<file path="src/rtl/divider_if.sv">
// ---------------------------------------------------------------------------
// divider_if : handshake and operand/result bundle for the divider block.
//
//   start      requester -> divider  request a division (sampled in IDLE)
//   dividend   requester -> divider  unsigned numerator, WIDTH bits
//   divisor    requester -> divider  unsigned denominator, WIDTH bits
//   busy       divider -> requester  division in progress
//   done       divider -> requester  one-cycle pulse, results valid
//   quotient   divider -> requester  unsigned quotient, WIDTH bits
//   remainder  divider -> requester  unsigned remainder, WIDTH bits
//   dbz        divider -> requester  last result was a divide-by-zero
//
// master modport: requester side.  slave modport: the divider.
// ---------------------------------------------------------------------------
interface divider_if #(
    parameter int WIDTH = 16
);
    logic             start;
    logic [WIDTH-1:0] dividend;
    logic [WIDTH-1:0] divisor;
    logic             busy;
    logic             done;
    logic [WIDTH-1:0] quotient;
    logic [WIDTH-1:0] remainder;
    logic             dbz;

    modport master (
        output start, dividend, divisor,
        input  busy, done, quotient, remainder, dbz
    );

    modport slave (
        input  start, dividend, divisor,
        output busy, done, quotient, remainder, dbz
    );
endinterface

</file>
<file path="src/rtl/divider.sv">
// ---------------------------------------------------------------------------
// divider : unsigned restoring shift-subtract divider, one quotient bit per
// clock, WIDTH iterations per division.
//
// Ports
//   clk    rising-edge clock for all state
//   reset  asynchronous, active-low reset
//   bus    divider_if.slave (start/dividend/divisor in,
//          busy/done/quotient/remainder/dbz out)
//
// Timing: a start accepted at edge E0 produces done in the cycle after
// E(WIDTH). A zero divisor skips CALC and produces done in the cycle after
// the accepting edge with quotient all ones, remainder = dividend, dbz = 1.
// Results hold until the next result is registered or reset.
// ---------------------------------------------------------------------------
module divider #(
    parameter int WIDTH = 16
) (
    input  logic      clk,
    input  logic      reset,
    divider_if.slave  bus
);
    localparam int CNT_W = (WIDTH > 2) ? $clog2(WIDTH) : 1;

    typedef enum logic [1:0] {
        IDLE = 2'd0,
        CALC = 2'd1,
        DONE = 2'd2
    } state_t;

    state_t           state, state_nxt;

    logic [WIDTH-1:0] q_r;      // working quotient, dividend shifts out of the top
    logic [WIDTH-1:0] d_r;      // captured divisor
    logic [WIDTH:0]   r_r;      // partial remainder
    logic [CNT_W-1:0] cnt;      // completed iterations

    logic [WIDTH-1:0] quot_r;
    logic [WIDTH-1:0] rem_r;
    logic             dbz_r;

    logic             accept;
    logic             last;
    logic [WIDTH:0]   trial;
    logic [WIDTH:0]   trial_sub;
    logic             fits;
    logic [WIDTH:0]   r_step;
    logic [WIDTH-1:0] q_step;

    // After every restore R < D, so R's top bit is always zero and never
    // feeds the next trial value.
    logic             unused_rmsb;
    assign unused_rmsb = r_r[WIDTH];

    assign accept = (state == IDLE) && bus.start;
    assign last   = (cnt == CNT_W'(WIDTH - 1));

    // One restoring step: shift the next dividend bit into the remainder and
    // subtract the divisor if it fits.
    always_comb begin
        trial     = {r_r[WIDTH-1:0], q_r[WIDTH-1]};
        trial_sub = trial - {1'b0, d_r};
        fits      = (trial >= {1'b0, d_r});
        r_step    = fits ? trial_sub : trial;
        q_step    = {q_r[WIDTH-2:0], fits};
    end

    always_ff @(posedge clk or negedge reset) begin
        if (!reset) begin
            state <= IDLE;
        end else begin
            state <= state_nxt;
        end
    end

    always_comb begin
        state_nxt = state;
        case (state)
            IDLE: begin
                if (bus.start) begin
                    state_nxt = (bus.divisor == '0) ? DONE : CALC;
                end
            end
            CALC: begin
                if (last) begin
                    state_nxt = DONE;
                end
            end
            DONE:    state_nxt = IDLE;
            default: state_nxt = IDLE;
        endcase
    end

    always_ff @(posedge clk or negedge reset) begin
        if (!reset) begin
            q_r    <= '0;
            d_r    <= '0;
            r_r    <= '0;
            cnt    <= '0;
            quot_r <= '0;
            rem_r  <= '0;
            dbz_r  <= 1'b0;
        end else if (accept) begin
            q_r <= bus.dividend;
            d_r <= bus.divisor;
            r_r <= '0;
            cnt <= '0;
            // Zero divisor goes straight to DONE, so its result is
            // registered on the accepting edge.
            if (bus.divisor == '0) begin
                quot_r <= '1;
                rem_r  <= bus.dividend;
                dbz_r  <= 1'b1;
            end
        end else if (state == CALC) begin
            q_r <= q_step;
            r_r <= r_step;
            cnt <= cnt + 1'b1;
            // Final iteration: register the freshly computed values as DONE
            // is entered on this same edge.
            if (last) begin
                quot_r <= q_step;
                rem_r  <= r_step[WIDTH-1:0];
                dbz_r  <= 1'b0;
            end
        end
    end

    assign bus.busy      = (state == CALC);
    assign bus.done      = (state == DONE);
    assign bus.quotient  = quot_r;
    assign bus.remainder = rem_r;
    assign bus.dbz       = dbz_r;

endmodule

</file>
<file path="src/flat_wrapper.sv">
// flat-port wrapper written by rule: the top's interface ports become plain ports
module divider_flat 
#(
    parameter int WIDTH = 16
)
  (clk, reset, bus_start, bus_dividend, bus_divisor, bus_busy, bus_done, bus_quotient, bus_remainder, bus_dbz);
  divider_if #(.WIDTH(WIDTH)) bus_i ();
  input  logic clk;
  input  logic reset;
  input wire logic [$bits(bus_i.start)-1:0] bus_start;
  input wire logic [$bits(bus_i.dividend)-1:0] bus_dividend;
  input wire logic [$bits(bus_i.divisor)-1:0] bus_divisor;
  output wire logic [$bits(bus_i.busy)-1:0] bus_busy;
  output wire logic [$bits(bus_i.done)-1:0] bus_done;
  output wire logic [$bits(bus_i.quotient)-1:0] bus_quotient;
  output wire logic [$bits(bus_i.remainder)-1:0] bus_remainder;
  output wire logic [$bits(bus_i.dbz)-1:0] bus_dbz;
  assign bus_i.start = bus_start;
  assign bus_i.dividend = bus_dividend;
  assign bus_i.divisor = bus_divisor;
  assign bus_busy = bus_i.busy;
  assign bus_done = bus_i.done;
  assign bus_quotient = bus_i.quotient;
  assign bus_remainder = bus_i.remainder;
  assign bus_dbz = bus_i.dbz;
  divider #(.WIDTH(WIDTH)) u_core (.clk(clk), .reset(reset), .bus(bus_i));
endmodule
</file>
<file path="config.mk">
export PLATFORM = sky130hd
export DESIGN_NAME = divider_flat
export DESIGN_NICKNAME = d
export VERILOG_FILES = /design/src/rtl/divider_if.sv /design/src/rtl/divider.sv /design/src/flat_wrapper.sv
export SDC_FILE = /design/constraint.sdc
export NUM_CORES = 1
export LEC_CHECK = 0
export CELL_PAD_IN_SITES_DETAIL_PLACEMENT = 1
export CELL_PAD_IN_SITES_GLOBAL_PLACEMENT = 2
export CORE_MARGIN = 2
export CORE_UTILIZATION = 35
export CTS_BUF_LIST = sky130_fd_sc_hd__clkbuf_2
export CTS_CLUSTER_DIAMETER = 30
export DETAILED_ROUTE_END_ITERATION = 8
export PLACE_DENSITY_LB_ADDON = 0.12
export RECOVER_POWER = 50
export SETUP_SLACK_MARGIN = 0.05
export SYNTH_ARGS = -nofsm -noshare
export SYNTH_HDL_FRONTEND = slang
export SYNTH_SLANG_ARGS = --single-unit
</file>
<file path="constraint.sdc">
create_clock -name clk -period 2.5 [get_ports clk]
set_clock_uncertainty 0.05 [all_clocks]
set_input_delay 0.375 -clock clk [delete_from_list [all_inputs] [get_ports clk]]
set_output_delay 0.375 -clock clk [all_outputs]
set_load 0.005 [all_outputs]
</file>
==> flow_summary.ini <==
[status]
outcome = complete, but fails checks
violations = setup timing

[yosys]
synthSimpleGateAreaFrac = 0.159
synth_async_sr_flop_share = 1.00
synth_top_family_by_area = compound AO/OA/AOI/OAI gates
synth_top_cell_by_area = dfrtp_1
yosys_warnings = 0
synthTopCellsByCount = dfrtp_1, nand2_1, o21ai_0, a21oi_1, nor2_1
muxShareOfSynthArea = 0.0267
synth_fa_ha_area_frac = 0.0487
synth_compound_area_frac = 0.251
syn_avg_cell_area_um2 = 9.04
synth_edf_count = 0
synth_top_area_share = 0.455
yosysUniqueCellTypes = 68
synth.area.top_cells = dfrtp_1, o21ai_0, a21oi_1
syn_area_um2 = 4780
synth-main-ff-cell = dfrtp_1
syn_nets = 582
synth_seq_cells = 87
synth_xor_area_frac = 0.00916
seq_area_frac_synth = 0.455
yosysMostFrequentCell = dfrtp_1
synthCells = 529

[die]
die_height_um = 121
start_util = 0.360
rows = 42
die_area_um2 = 14600
io_pins = 70
core-area_um2 = 13300
die_x_um = 121

[setup_path]
cpMaxStageDelayCell = dfrtp_2
cp.arrival_ns = 2.98
worstSetupStartpointType = flip-flop
critPathMaxStageDelay_ns = 0.49
crit_fanout = 6
critPathRequiredTime_ns = 2.97
critPathCaptureType = flip-flop
crit_type = reg -> reg
path_cells = ha_4 > or2b_1 > a21o_1 > a311o_1 > o211ai_4 > buf_8 > mux2i_2 > o21ai_1

[clock_tree]
path_clk_slew_ns = 0.28
cts.htree.levels = 3
cts_buffers = 9
cts_tree = yes
cts-root-buf = clkbuf_2
clockBufferDepth = 2
clock-sinks = 87
worstSkewPairLatency_ns = 0.62

[timing]
slew_headroom = 0.193
rsz0062_at_grt = yes
fin_crit_ns = 2.51
setup_violations = 4
tightest_slew_ns = 1.21
min_period_over_period = 1.00
finalHoldViolCount = 0
setup_ws_ns = -0.00836
fmax_ghz = 0.399
drv_slew = 0

[drt]
firstDrtPassIters = 4
ant_nets = 0
avgViaCountPerCell = 5.43
drc = 0
first_iter_violations = 233
num_vias = 4600
routedWlPerCell_um = 19.1
postRouteWirelength_mm = 16.2

[power]
cellLeakagePower_uw = 0.00284
ir_drop_v = 0.000542
power.density_nw_per_um2 = 1770

[global_route]
grt_overflow = 0
antenna_found_initial = 1
grt_use_total = 0.217
grt_pass1_vias = 4694
grt_max_degree = 88
grt_pass1_wl_mm = 24.6

[place]
io_buffers = 69
postPlaceCellArea_um2 = 6070
gp_congestion = 0.830
hpwlAfterDp_mm = 11.2

[layout]
synthToLayoutAreaGrowth_pct = 41.0
fin_util = 0.507
nNetsFinal = 717
drive_above_1_share = 0.256
fillers = 1550
fin_area_um2 = 6750

[job]
drv_cap = 0

[min_path]
worstHoldPathType = in -> reg
-- cells in the final DEF (no fill, tap or decap), types with 5 or more instances in the layout --
| master | count |
|---|---|
| ha_1 | 9 |
| inv_1 | 19 |
| o21a_1 | 5 |
| o21ai_0 | 46 |
| nor2_1 | 46 |
| clkdlybuf4s50_1 | 67 |
| nand2b_1 | 5 |
| ha_4 | 8 |
| inv_2 | 6 |
| o31ai_1 | 7 |
| nand3_1 | 7 |
| o21ai_1 | 16 |
| clkbuf_2 | 9 |
| buf_4 | 71 |
| a22oi_1 | 18 |
| and3_1 | 11 |
| nand2_1 | 59 |
| a21oi_1 | 46 |
| a21oi_2 | 9 |
| and2_1 | 5 |
| dfrtp_1 | 83 |
-- through the flow --
step / setup WS [ns] / total power [µW] / TNS (ns) / instances / hold slack [ns]
global placement: -0.156 / 8990 / -3.20 / 807 / 0.406
floorplan: 0.217 / 6430 / 0 / 529 / 0.0294
global route: -0.0629 / 12800 / -0.564 / 847 / 0.266
CTS: 0.0552 / 10500 / 0 / 832 / 0.231
finish: -0.00836 / 11900 / -0.0121 / 847 / 0.252
detailed placement: -0.155 / 9220 / -3.50 / 807 / 0.413
-- cell type report --
type / instances / area (µm²) / area share
Clock inverter: 7 / 120 / 0.0178
Sequential cell: 87 / 2180 / 0.324
Tap cell: 176 / 220 / 0.0326
Inverter: 25 / 93.8 / 0.0139
Antenna cell: 2 / 5.00 / 0.000742
Multi-Input combinational cell: 389 / 2690 / 0.399
Clock buffer: 9 / 45.0 / 0.00668
Timing Repair Buffer: 152 / 1390 / 0.206
-- metal layers --
| metal | global-route usage | up-vias | share of wire | wire length, µm |
|---|---|---|---|---|
| li1 | - | 2180 | - | - |
| met1 | 0.277 | 2285 | 0.45 | 7220 |
| met2 | 0.377 | 111 | 0.50 | 8020 |
| met3 | 0.0277 | 24 | 0.034 | 550 |
| met4 | 0.0763 | 0 | 0.024 | 389 |
| met5 | 0 | - | 0 | 0 |
-- final timing paths --
| kind | startpoint | endpoint | slack [ns] | depth (start not counted) |
|---|---|---|---|---|
| min | bus_divisor[11] | u_core.d_r[11]$_DFFE_PN0P_ | 0.25 | 3 |
| min in group asynchronous | reset | u_core.bus.quotient[2]$_DFFE_PN0P_ | 0.59 | 3 |
| min reg2reg | u_core.cnt[3]$_DFFE_PN0P_ | u_core.cnt[3]$_DFFE_PN0P_ | 0.48 | 1 |
| max in group asynchronous | reset | u_core.r_r[4]$_DFFE_PN0P_ | 0.98 | 3 |
| max | u_core.r_r[0]$_DFFE_PN0P_ | u_core.bus.remainder[4]$_DFFE_PN0P_ | -0.008 | 8 |
| max reg2reg | u_core.r_r[0]$_DFFE_PN0P_ | u_core.bus.remainder[4]$_DFFE_PN0P_ | -0.008 | 8 |
-- cells by family after synthesis --
logic type	after synthesis
compound gates	191
xor+xnor	5
fa+ha+maj	18
buf+inv	53
flops	87
mux	12
simple gates	163
-- registers in the layout, summed over array words and instances (netlist names) --
signal and cells:
u_core.bus.quotient 16, u_core.bus.remainder 16, u_core.d_r 16, u_core.q_r 16, u_core.r_r 16, u_core.cnt 4
u_core.state 2, u_core.bus.dbz 1
-- report_power, final --
group / internal (µW) / switching [µW] / total, µW
combinational: 4100 / 4260 / 8360
clock: 434 / 557 / 991
sequential: 2090 / 506 / 2600
-- critical path: cells and delay by family, from the launching register on --
| kind | cells | cell delay [ns] |
|---|---|---|
| compound gates | 4 | 0.91 |
| flops | 1 | 0.49 |
| fa+ha+maj | 1 | 0.27 |
| simple gates | 1 | 0.25 |
| mux | 1 | 0.25 |
| buf+inv | 1 | 0.20 |
-- what timing repair did --
item                                    4_1_cts  5_1_grt
pin swaps                                     3       21
buffers inserted                              8       13
resized for setup                            14       68
endpoints found under the setup margin       34       34
cloned                                        0        1
hold buffers                                  1        0
hold endpoints to repair                     87        0
(Power assumes the default switching activity.)
